File: src/rtl/dmem_pkg.sv
// Shared constants and response tag for the two-port data memory arbiter.
package dmem_pkg;
    localparam int unsigned DEF_MEM_BYTES = 4096;

    localparam logic PORT_CPU = 1'b0;
    localparam logic PORT_DBG = 1'b1;

    typedef struct packed {
        logic valid;
        logic port;
        logic is_read;
        logic err;
    } rsp_tag_t;
endpackage

File: src/rtl/rr_arb2.sv
// Two-way round-robin arbiter; the port that did not win last gets the tie.
module rr_arb2 (
    input  logic       clk,
    input  logic       rst,
    input  logic [1:0] req,
    input  logic       accept,
    output logic [1:0] gnt
);
    logic last_gnt;

    always_comb begin
        gnt = 2'b00;
        if (!rst) begin
            case (req)
                2'b01:   gnt = 2'b01;
                2'b10:   gnt = 2'b10;
                2'b11:   gnt = last_gnt ? 2'b01 : 2'b10;
                default: gnt = 2'b00;
            endcase
        end
    end

    // Reset to port 1 so port 0 wins the first tie.
    always_ff @(posedge clk or posedge rst) begin
        if (rst)
            last_gnt <= 1'b1;
        else if (accept)
            last_gnt <= gnt[1];
    end
endmodule

File: src/rtl/dmem_arbiter.sv
// Shares a single-ported data memory between the CPU LSU (port 0) and a
// debug/DMA master (port 1); one access per cycle, 1-cycle read latency.
module dmem_arbiter
    import dmem_pkg::*;
#(
    parameter int unsigned MEM_BYTES = DEF_MEM_BYTES
) (
    input  logic        clk,
    input  logic        rst,
    input  logic        m0_req,
    input  logic        m0_we,
    input  logic [31:0] m0_addr,
    input  logic [3:0]  m0_wdata_sel,
    input  logic [31:0] m0_wdata,
    output logic        m0_gnt,
    output logic        m0_rvalid,
    output logic        m0_err,
    output logic [31:0] m0_rdata,
    input  logic        m1_req,
    input  logic        m1_we,
    input  logic [31:0] m1_addr,
    input  logic [3:0]  m1_wdata_sel,
    input  logic [31:0] m1_wdata,
    output logic        m1_gnt,
    output logic        m1_rvalid,
    output logic        m1_err,
    output logic [31:0] m1_rdata,
    output logic        mem_we,
    output logic [31:0] mem_addr,
    output logic [3:0]  mem_wdata_sel,
    output logic [31:0] mem_wdata,
    input  logic [31:0] mem_rdata
);
    logic [1:0] req;
    logic [1:0] gnt;
    logic       accept;
    logic       sel;
    logic       sel_we;
    logic       in_range;
    rsp_tag_t   rsp_d;
    rsp_tag_t   rsp_q;

    assign req = {m1_req, m0_req};

    rr_arb2 u_arb (
        .clk    (clk),
        .rst    (rst),
        .req    (req),
        .accept (accept),
        .gnt    (gnt)
    );

    assign accept = |(req & gnt);
    assign sel    = gnt[PORT_DBG];
    assign m0_gnt = gnt[PORT_CPU];
    assign m1_gnt = gnt[PORT_DBG];

    // With no grant sel is 0, so the bus idles on the port 0 fields.
    always_comb begin
        mem_addr      = m0_addr;
        mem_wdata_sel = m0_wdata_sel;
        mem_wdata     = m0_wdata;
        sel_we        = m0_we;
        if (sel) begin
            mem_addr      = m1_addr;
            mem_wdata_sel = m1_wdata_sel;
            mem_wdata     = m1_wdata;
            sel_we        = m1_we;
        end
    end

    assign in_range = (mem_addr < MEM_BYTES);
    assign mem_we   = accept && sel_we && in_range;

    always_comb begin
        rsp_d         = '0;
        rsp_d.valid   = accept;
        rsp_d.port    = sel;
        rsp_d.is_read = !sel_we;
        rsp_d.err     = !in_range;
    end

    always_ff @(posedge clk or posedge rst) begin
        if (rst)
            rsp_q <= '0;
        else
            rsp_q <= rsp_d;
    end

    assign m0_rvalid = rsp_q.valid && (rsp_q.port == PORT_CPU) && rsp_q.is_read && !rsp_q.err;
    assign m1_rvalid = rsp_q.valid && (rsp_q.port == PORT_DBG) && rsp_q.is_read && !rsp_q.err;
    assign m0_err    = rsp_q.valid && (rsp_q.port == PORT_CPU) && rsp_q.err;
    assign m1_err    = rsp_q.valid && (rsp_q.port == PORT_DBG) && rsp_q.err;
    assign m0_rdata  = m0_rvalid ? mem_rdata : 32'h0;
    assign m1_rdata  = m1_rvalid ? mem_rdata : 32'h0;
endmodule

File: config.mk
export PLATFORM = sky130hd
export DESIGN_NAME = dmem_arbiter
export DESIGN_NICKNAME = d
export VERILOG_FILES = /design/src/rtl/dmem_pkg.sv /design/src/rtl/rr_arb2.sv /design/src/rtl/dmem_arbiter.sv
export SDC_FILE = /design/constraint.sdc
export NUM_CORES = 1
export LEC_CHECK = 0
export ABC_CLOCK_PERIOD_IN_PS = 1800
export BUFFER_PORTS_ARGS = -buffer_cell sky130_fd_sc_hd__buf_2
export CAP_MARGIN = 40
export CORE_AREA = 2 2 120 122
export DETAILED_ROUTE_END_ITERATION = 10
export DIE_AREA = 0 0 122 124
export GPL_TIMING_DRIVEN = 0
export PLACE_DENSITY_LB_ADDON = 0.15
export SLEW_MARGIN = 40
export SYNTH_ARGS = -nofsm -noshare
export SYNTH_HDL_FRONTEND = slang
export SYNTH_SLANG_ARGS = --single-unit
File: constraint.sdc
create_clock -name clk -period 1.8 [get_ports clk]
set_clock_uncertainty 0.05 [all_clocks]
set_input_delay 0.36 -clock clk [delete_from_list [all_inputs] [get_ports clk]]
set_output_delay 0.36 -clock clk [all_outputs]
set_load 0.02 [all_outputs]
After elaboration in Yosys (flattened, before gate mapping) --
Cells that the tools add are included.
Cells by class: $lt $le $gt $ge 1, equal/unequal tests 3, multiplexer cells 9, bitwise logic cells 2, reductions and logical operators 14
Operator list (number):
- $mux 32 | 4
- $lt 32x13->1 const B | 1
- $logic_and 1x1->1 | 10
- $pmux 2 s3 | 1
- $eq 2x2->1 const B | 2
- $mux 2 | 2
- $mux 4 | 1
- $logic_not 1->1 | 3
- $and 2x2->2 | 1
- $eq 2x1->1 const B | 1
- $reduce_or 2->1 | 1
- $mux 1 | 1
- $not 1->1 | 1
Word-level totals: register bits after elaboration 5, bits of input ports 174, logic and storage cells 34

Depth between registers and ports, before layout --
Gate-level depths: netlist of run 1.
word-level depth 7, mapped depth 5, mapped depth without buffers 4

Modules after synthesis --
A second synthesis of run 1 with hierarchy kept.
Unflattened totals: cell total of the unflattened synthesis 185, area, all modules 1602.8 µm²
By module, submodules not included:
- dmem_arbiter | times used 1, cells each 177, area an instance 1534.0 µm²
- rr_arb2 | times used 1, cells each 8, area an instance 68.8 µm²

Least setup slack after synthesis of run 1 --
OpenSTA, ideal clock, no wires.
path kind reg2out, start point register u_arb.last_gnt, end point output mem_addr[12], data arrival time 1425 ps, required time 1390 ps, slack -35 ps, cell stages (with the launch flop) 6, path through dfstp_2 inv_2 o211a_4 buf_12 buf_12 mux2_4
Between the ends: longest elaborated chain between the ends 4
Ends and longest elaborated chain:
- start, declared | line rr_arb2.sv:9 | logic last_gnt;
- start signal, assigned | line rr_arb2.sv:28 | last_gnt <= gnt[1];
- $mux 2 | line rr_arb2.sv:17 | 2'b11: gnt = last_gnt ? 2'b01 : 2'b10;
- $pmux 2 s3 | line rr_arb2.sv:14 | case (req)
- $mux 2 | line rr_arb2.sv:13 | if (!rst) begin
- via m1_gnt | line dmem_arbiter.sv:24 | output logic m1_gnt,
- $mux 32 | line dmem_arbiter.sv:64 | if (sel) begin
- end, declared | line dmem_arbiter.sv:29 | output logic [31:0] mem_addr,
The timed path passes the listed nets, and every way through them passes these cells.

Worst setup path in the final report of run 1 --
start point register u_arb.last_gnt, end point output mem_addr[3]
Between the ends: longest elaborated chain between the ends 4
Ends and longest elaborated chain (line):
- $mux 2 | rr_arb2.sv:17
- $pmux 2 s3 | rr_arb2.sv:14
- $mux 2 | rr_arb2.sv:13
- $mux 32 | dmem_arbiter.sv:64
Every way passes these cells.

==> results.ini, run 1 <==
[run_status]
status=finished, violations left
violations=setup timing

[routing]
dr_wl_met2_um=6130
vias=2787
top_layer_used=met4
drtIter0Drc=58
wire_per_inst_um=15.4
ant_nets=0
met3RoutedLength_um=1020
vias_per_cell=3.94
drc=0
wl_met1_um=3690
dr.pass1.iters=4
wirelength_um=10900

[sta]
slew_headroom_pct=67.1
grt_setup_unrepaired=true
setup_slack_ps=-417
finalSetupViolations=125
hold_viol=0
tightest_slew_ps=490
max_freq_ghz=0.451
fin_crit_sh_pct=123
period_needed_ps=2220
drv_slew=0

[worst_setup_path]
cp_cell_sequence=inv_2 > o211a_4 > clkbuf_16 > clkbuf_16 > mux2_4 > buf_6
slowest_stage=dfstp_2
rrSetupSlack_ps=250
regToRegStartpoint=u_arb.last_gnt
cp-start-kind=flop
cp.required_ps=1390
reg2reg_to=u_arb.last_gnt
cp.arrival_ps=1810
path_class=reg2out
reg2reg_depth=6
crit_fanout=6
cpMostUsedCell=clkbuf_16
max_stage_delay_ps=510
cp-end-kind=output port

[finish]
drive_gt1_share_pct=94.5
final_nets=702
insertedDiodeCount=0
syn2layout_area_growth_pct=168
final_area_um2=5250
fillers=1375

[clock_tree]
insertion_delay_ps=220
clockBufferDepth=2
clockRootBuffer=clkbuf_16
cts_max_level=1
clkTransAtPathRegs_ps=30
cts-buffers-inserted=3
cts.sinks=5
cts_tree=yes

[grt]
grt_pass1_wl_um=13100
grt_max_degree=12
grt_antenna_before_repair=0
track_usage_pct=11.0
gr-total-overflow=0
first_global_vias=2637

[floorplan]
rows=43
ioPinCount=313
dieWidth_um=122
dieArea_um2=15100
start_util_pct=14.3
die_h_um=124
coreArea_um2=13700

[logic_synthesis]
async_flop_share_pct=100
synth_area_leaders=mux2_4 (52%), and2_1 (20%), buf_12 (8.2%)
synth_ff_type=dfrtp_1
syn_inst=185
synth_top_area_share_pct=52.1
synth_cell_types=24
synth_top_cell_by_area=mux2_4
yosys_warnings=0
syn_nets=359
synth-seq-area-share_pct=6.45
syn_area_um2=1960
avgSynthCellArea_um2=10.6
synth-edff-count=0
ys_seq_elements=5

[pwr]
leakage_nw=2.77
p_per_area_nw_per_um2=303
finalPower_mw=1.59
ir_drop_mv=0.178

[flow_run]
cap_violations=0

[min_path]
min_path_type=in2async

[placement]
gp_congestion=0.709
pre_cts_slack_ps=-340
hpwl_um=8540
post_dp_cell_area_um2=3750
portBuffers=312

## cell usage after synthesis, types with 2 or more instances
| library cell | number |
|---|---|
| buf_12 | 8 |
| nor2_1 | 3 |
| nor4_1 | 9 |
| clkbuf_1 | 5 |
| dfrtp_1 | 4 |
| inv_2 | 3 |
| mux2_4 | 68 |
| nand2_1 | 5 |
| nor3_2 | 2 |
| and2_1 | 64 |
## power by group
part	leakage [nW]	switching (mW)	internal, mW	total [mW]
Combinational	2.67	0.462	0.644	1.11
Clock	0.0382	0.0644	0.293	0.357
Sequential	0.0560	0.00536	0.123	0.128
## worst max-delay path by stage
stage / startpoint / endpoint / slack, ps
after floorplan: u_arb.last_gnt / mem_addr[12] / -20
after global placement: rst / mem_we / -300
after detailed placement: rst / mem_we / -340
after CTS: u_arb.last_gnt / mem_wdata[1] / -440
after global routing: u_arb.last_gnt / mem_addr[19] / -460
final: u_arb.last_gnt / mem_addr[3] / -420
## area by class of cell
class | count | area (µm²) | share of cell area, %
inverter | 4 | 15.0 | 0.286
timing repair buffer | 340 | 2750 | 52.5
multi-input combinational | 162 | 1830 | 34.8
tap | 180 | 225 | 4.29
sequential | 5 | 128 | 2.43
buffer | 12 | 220 | 4.20
clock buffer | 4 | 78.8 | 1.50
## stage by stage
stage	hold WS (ps)	instances	util (%)	setup TNS [ps]
floorplan	69.3	185	-	-625
global placement	216	677	27.3	-18400
detailed placement	219	677	27.3	-22010
CTS	123	693	33.7	-34400
global route	134	707	38.2	-39880
finish	122	707	38.2	-32490
## state kept, by name, summed over array words and instances, names as in the netlist
name,flops
rsp_q,4
u_arb.last_gnt,1
## metal layers
layer	global-route usage (%)	up-vias
met4	1.72	0
li1	-	1333
met5	0	-
met3	2.29	2
met2	22.8	163
met1	11.4	1289
## placed cells by master, fill, tap and decap left out, drive strengths merged
| cell type | instances |
|---|---|
| buf | 346 |
| mux2 | 69 |
| and2 | 64 |
| nor4 | 9 |
| clkbuf | 9 |
| nand2 | 5 |
| inv | 4 |
| dfrtp | 4 |
| nor2 | 3 |
| nor3 | 2 |
| o211a | 1 |
| o21bai | 1 |
| and4 | 1 |
| or4 | 1 |
| mux2i | 1 |
| o21ai | 1 |
| a211oi | 1 |
| nor3b | 1 |
| and3 | 1 |
| o2111a | 1 |
| dlygate4sd3 | 1 |
| dfstp | 1 |
## worst max-delay path, delay by kind of cell (launching register included)
| kind | cells | cell delay (ps) |
|---|---|---|
| DFF | 1 | 510 |
| buffers and inverters | 4 | 510 |
| muxes | 1 | 300 |
| AOI/OAI and AO/OA | 1 | 250 |
## logic make-up after synthesis
group,Yosys count,share of synthesized area (%)
flops,5,6.45
compound gates,5,2.49
simple gates,87,27.7
mux,70,53.2
buf+inv,18,10.2
## timing repair
action | in CTS | in global routing
resized for setup | 222 | 150
hold endpoints to repair | 4 | 0
pin swaps | 34 | 27
gates cloned | 3 | 7
hold buffers | 1 | 0
setup endpoints to repair | 136 | 135
buffers inserted | 9 | 10
(Power assumes the default switching activity.)
==> inputs of run 2 (changes only) <==
- BUFFER_PORTS_ARGS: -buffer_cell sky130_fd_sc_hd__buf_2 -> default
- CTS_CLUSTER_DIAMETER: default -> 30
- DONT_BUFFER_PORTS: default -> 1
==> run 2 against run 1 <==
  * The flow still finishes with violations (setup timing)
  * Flip-flop and latch count did not move
  * Sequential share of layout area rose by 1.9 points
  * Via count is 41% lower
  * Routed wire length fell by 26%
  * Register-to-register slack improved by 30 ps
  * Sequential power is essentially flat
  * Hold slack improved by 71 ps
  * Global-route usage decreased by 2.6 points
  * Critical path type unchanged
  * Largest cell class is now multi-input combinational cells
  * Highest routed layer unchanged
==> results.ini, run 2 (synthesized netlist as in run 1, its figures left out) <==
[finish]
final_common_cell=mux2_4
fin_util_pct=21.5  ; -17 points
final_cell_mix=mux2_4 (69), and2_4 (61), nor4_1 (9)
insertedDiodeCount=0  ; unchanged
largest_reg_flops=4  ; unchanged
drive_gt1_share_pct=86.9  ; -7.6 points
final_nets=388  ; -45%
regMostFlops=rsp_q
top_regs=rsp_q x4, u_arb.last_gnt x1
fillers=1479  ; +7.6%
syn2layout_area_growth_pct=50.4

[clock_tree]
cts_tree=yes
clockBufferDepth=2  ; unchanged
insertion_delay_ps=230  ; about the same
clkTransAtPathRegs_ps=30  ; about the same
cts_max_level=1  ; unchanged
cts.sinks=5  ; unchanged
clockRootBuffer=clkbuf_16
cts-buffers-inserted=3  ; unchanged

[pwr]
p_per_area_nw_per_um2=390  ; +29%
leakage_nw=1.27  ; -54%
ir_drop_mv=0.167  ; -6.4%
finalPower_mw=1.15  ; -28%

[grt]
first_global_vias=1661  ; -37%
gr-total-overflow=0  ; unchanged
grt_pass1_wl_um=9400  ; -28%
track_usage_pct=8.42  ; -2.6 points
grt_antenna_before_repair=0  ; unchanged
grt_max_degree=11  ; -1

[placement]
portBuffers=0  ; -100%
gp_congestion=0.715  ; +0.89%
hpwl_um=6510  ; -24%

[worst_setup_path]
cp.required_ps=1390  ; about the same
path_class=reg2out
crit_fanout=9  ; +3
cp-end-kind=output port
cp-start-kind=flop
rrSetupSlack_ps=280  ; +30 ps
cp.arrival_ps=1730  ; -80 ps

[run_status]
violations=setup timing
status=finished, violations left

[sta]
slew_headroom_pct=61.5  ; -5.6 points
fin_crit_sh_pct=119  ; -4.1 points
setup_slack_ps=-342  ; +74.6 ps
period_needed_ps=2140  ; -74.6 ps
grt_setup_unrepaired=true
tns_ps=-22730  ; +9760 ps
finalSetupViolations=105  ; -16%
hold_viol=0  ; unchanged
drv_slew=0  ; unchanged
tightest_slew_ps=572  ; +82.5 ps
max_freq_ghz=0.467  ; +3.5%

[routing]
vias_per_cell=4.20  ; +6.4%
ant_nets=0  ; unchanged
vias=1649  ; -41%
dr.pass1.iters=4  ; unchanged
drtIter0Drc=58  ; unchanged
wirelength_um=8070  ; -26%
drc=0  ; unchanged
wire_per_inst_um=20.5  ; +34%

[floorplan]
dieArea_um2=15100  ; unchanged
dieWidth_um=122  ; unchanged
rows=43  ; unchanged
start_util_pct=14.3  ; unchanged
ioPinCount=313  ; unchanged
die_h_um=124  ; unchanged
coreArea_um2=13700  ; unchanged

[min_path]
min_path_type=in2reg

[flow_run]
cap_violations=0  ; unchanged

[run 2: cell types whose count changed in the layout (fill, tap and decap cells not counted), sizes merged]
| cell | previous run | this run |
|---|---|---|
| buf | 346 | 31 |
| dlygate4sd3 | 1 | 2 |
[run 2: layer usage]
layer | GRT usage [%] | part of all wire, % | vias up
met3 | 1.05 | 8.8 | 2
met2 | 15.8 | 54 | 165
li1 | - | - | 707
met5 | 0 | 0 | -
met4 | 1.51 | 0.42 | 0
met1 | 10.3 | 37 | 775
[run 2: area by class of cell]
cell class / count / area [µm²] / area share (%)
buffer: 13 / 253 / 8.58
clock buffer: 4 / 78.8 / 2.68
inverter: 4 / 15.0 / 0.510
multi-input combinational: 162 / 1830 / 62.3
sequential: 5 / 128 / 4.33
tap: 180 / 225 / 7.65
timing repair buffer: 25 / 412 / 14.0
[run 2: metrics by stage]
step | worst slack (ps) | instances | cell area, µm² | hold WS [ps]
3_3_place_gp | -262 | 365 | 2180 | 90.0
2_1_floorplan | -15.9 | 185 | 1960 | 69.3
4_1_cts | -353 | 389 | 2800 | 202
5_1_grt | -384 | 393 | 2940 | 201
6_report | -342 | 393 | 2940 | 193
3_5_place_dp | -293 | 365 | 2180 | 89.9
[run 2: timing repair]
action                     4_1_cts  5_1_grt
hold endpoints to repair         4        0
hold buffers                     2        0
setup endpoints to repair      136      131
resized for setup              150       22
gates cloned                     7        4
buffers inserted                11        1
pin swaps                       23       39
[run 2: critical path: stages, from the launching register on]
cell and delay, ps:
dfstp_2 510, inv_2 40, o211a_4 260, buf_16 180, clkbuf_16 170, mux2_4 330
[run 2: worst paths after layout]
path | from | cells after the start | end
min in group asynchronous | rst | 2 | rsp_q[3]
setup / recovery | u_arb.last_gnt | 5 | mem_wdata_sel[1]
hold reg to reg | u_arb.last_gnt | 3 | u_arb.last_gnt
max in group asynchronous | rst | 2 | rsp_q[0]
setup reg to reg | u_arb.last_gnt | 6 | u_arb.last_gnt
hold / removal | rst | 1 | rsp_q[3]
[run 2: power by group]
| group | internal, mW | switching, mW | total, mW |
|---|---|---|---|
| clock | 0.293 | 0.0698 | 0.363 |
| sequential | 0.123 | 0.00558 | 0.128 |
| combinational | 0.323 | 0.334 | 0.657 |
==> inputs of run 3 (changes only) <==
- ABC_AREA: default -> 1
- CORE_AREA: 2 2 120 122 -> 2 2 121 123
- DIE_AREA: 0 0 122 124 -> 0 0 123 125
- GPL_ROUTABILITY_DRIVEN: default -> 0
- SYNTH_HIERARCHICAL: default -> 1
==> run 3 against run 2 <==
  * The flow still finishes with violations (setup timing)
  * Global-route usage is 1.4 points higher
  * Routed wire length grew 17%
  * Cell count increased by 65%
  * Core utilization rose by 3.9 points
  * Count of clock-buffer cells in the layout fell by 1
  * Combinational power is 30% higher
  * Critical path type unchanged
  * Largest cell class unchanged
==> results.ini, run 3 <==
[logic_synthesis]
yosys_warnings=6  ; +6
synth-compound-area-share_pct=1.91  ; -0.58 points
synth_area_leaders=nand2_1 (46%), inv_1 (21%), nor2_1 (16%)
async_flop_share_pct=100  ; unchanged
synth_fa_ha_area_share_pct=0  ; unchanged
syn_nets=602  ; +68%
avgSynthCellArea_um2=4.14  ; -61%
synth_xor_area_share_pct=0  ; unchanged
synthMuxAreaShare_pct=0  ; -53 points
synth_cell_types=21  ; -13%
synth-edff-count=0  ; unchanged
synth_most_common_cell=nand2_1
synth_top_area_share_pct=45.8  ; -6.3 points
synth_ff_type=dfrtp_1
synth_top_cell_by_area=nand2_1
ys_top_cells_by_count=nand2_1 (216), inv_1 (98), nor2_1 (74)
synth-seq-area-share_pct=7.14  ; +0.68 points
syn_inst=428  ; +130%
synth_top_family_by_area=simple AND/OR/NAND/NOR gates
syn_area_um2=1770  ; -9.6%
ys_seq_elements=5  ; unchanged
synthSimpleGateAreaFrac_pct=63.8  ; +36 points

[worst_setup_path]
cp-end-kind=output port
crit_fanout=9  ; unchanged
cp-start-kind=flop
cp.arrival_ps=2070  ; +340 ps
path_class=reg2out
cp.required_ps=1390  ; about the same

[pwr]
finalPower_mw=1.36  ; +18%
leakage_nw=1.81  ; +43%
p_per_area_nw_per_um2=377  ; -3.4%
ir_drop_mv=0.204  ; +23%

[floorplan]
dieWidth_um=123  ; +0.82%
dieArea_um2=15400  ; +1.6%
coreArea_um2=14200  ; +3.5%
rows=44  ; +2.3%
start_util_pct=12.5  ; -1.8 points
ioPinCount=313  ; unchanged
die_h_um=125  ; +0.81%

[finish]
drive_gt1_share_pct=52.9  ; -34 points
layout.cells.non_filler=649  ; +65%
fillers=1538  ; +4.0%
fin_util_pct=25.3  ; +3.9 points
insertedDiodeCount=0  ; unchanged
final_common_cell=nand2_1
largest_reg_flops=4  ; unchanged
syn2layout_area_growth_pct=103
final_nets=640  ; +65%
final_cell_mix=nand2_1 (129), inv_1 (75), nand2_2 (71)
top_regs=rsp_q x4, u_arb/last_gnt x1
regMostFlops=rsp_q

[routing]
vias_per_cell=4.04  ; -3.8%
drtIter0Drc=44  ; -24%
drc=0  ; unchanged
dr.pass1.iters=6  ; +2
wirelength_um=9410  ; +17%
wire_per_inst_um=14.5  ; -29%
ant_nets=0  ; unchanged
vias=2621  ; +59%

[placement]
portBuffers=0  ; unchanged
hpwl_um=6990  ; +7.3%
dp.cells=612  ; +68%

[sta]
period_needed_ps=2480  ; +340 ps
grt_setup_unrepaired=true
finalSetupViolations=132  ; +26%
hold_viol=0  ; unchanged
finalHoldWorstSlack_ps=21.6  ; -171 ps
max_freq_ghz=0.403  ; -14%
setup_slack_ps=-682  ; -340 ps
fin_crit_sh_pct=138  ; +19 points
drv_slew=0  ; unchanged
tightest_slew_ps=478  ; -93.7 ps
tns_ps=-29980  ; -7250 ps
slew_headroom_pct=68.0  ; +6.5 points

[clock_tree]
clockRootBuffer=clkbuf_16
cts.sinks=5  ; unchanged
cts-buffers-inserted=3  ; unchanged
clockBufferDepth=2  ; unchanged
insertion_delay_ps=220  ; about the same
clkTransAtPathRegs_ps=30  ; about the same
cts_max_level=1  ; unchanged
cts_tree=yes

[run_status]
status=finished, violations left
violations=setup timing

[grt]
gr-total-overflow=0  ; unchanged
grt_max_degree=11  ; unchanged
first_global_vias=2282  ; +37%
track_usage_pct=9.81  ; +1.4 points
grt_pass1_wl_um=11700  ; +24%
grt_antenna_before_repair=0  ; unchanged

[min_path]
min_path_type=in2async

[flow_run]
cap_violations=0  ; unchanged

[run 3: changes by cell type after synthesis, moves of 9 or more]
cell     change
nand2_1    +211
nor4_1       -9
mux2_4      -68
inv_1       +97
and2_1      -64
nor2_1      +71
[run 3: final timing paths]
path / depth (start not counted) / to / slack [ps] / from
min: 1 / u_arb/last_gnt / 20 / rst
max: 9 / mem_we / -680 / u_arb/last_gnt
min reg2reg: 3 / u_arb/last_gnt / 560 / u_arb/last_gnt
max in group asynchronous: 2 / rsp_q[1] / 1140 / rst
max reg2reg: 11 / rsp_q[0] / -150 / u_arb/last_gnt
min in group clk: 1 / rsp_q[2] / 200 / rst
[run 3: logic make-up after synthesis]
logic type / Yosys count
and+or+nand+nor: 297
DFF: 5
AOI/OAI and AO/OA: 6
buffers and inverters: 120
[run 3: worst max-delay path: stages (launching register included)]
cell and delay, ps:
dfstp_2 370, nand2_4 70, nand2_4 50, nor2_4 300, buf_12 200, clkbuf_16 150
nand2_1 40, o21ai_1 160, nand2_1 140, nor3_4 350
[run 3: per-stage QoR]
stage	setup slack (ps)	instance area (µm²)
after global routing	-859	3600
after detailed placement	-596	2100
after CTS	-785	3190
after global placement	-573	2100
after floorplan	-180	1870
final	-682	3600
[run 3: timing repair]
| item | CTS | global route |
|---|---|---|
| cloned | 4 | 2 |
| setup endpoints to repair | 134 | 135 |
| buffers inserted | 14 | 16 |
| hold buffers | 1 | 0 |
| pin swaps | 16 | 34 |
| gates resized for setup | 251 | 101 |
| endpoints found under the hold margin | 4 | 0 |
[run 3: area by class of cell]
| class | count | area (µm²) | area share, % |
|---|---|---|---|
| Timing Repair Buffer | 34 | 428 | 11.9 |
| Inverter | 99 | 414 | 11.5 |
| Sequential cell | 5 | 126 | 3.51 |
| Clock buffer | 3 | 75.1 | 2.09 |
| Buffer | 20 | 304 | 8.45 |
| Clock inverter | 1 | 5.00 | 0.139 |
| Tap cell | 184 | 230 | 6.40 |
| Multi-Input combinational cell | 303 | 2010 | 56.0 |
[run 3: routing by layer]
metal | routed length, µm | share of wire [%] | track usage [%] | up-vias
met5 | 0 | 0 | 0 | -
met4 | 48 | 0.51 | 2.01 | 0
met3 | 714 | 7.6 | 1.19 | 4
met2 | 5210 | 55 | 19.6 | 166
met1 | 3440 | 37 | 10.8 | 1189
li1 | - | - | - | 1262
[run 3: where the power goes]
part	internal, mW	switching (mW)	total [mW]
combinational	0.246	0.609	0.855
clock	0.290	0.0728	0.363
sequential	0.127	0.0103	0.137
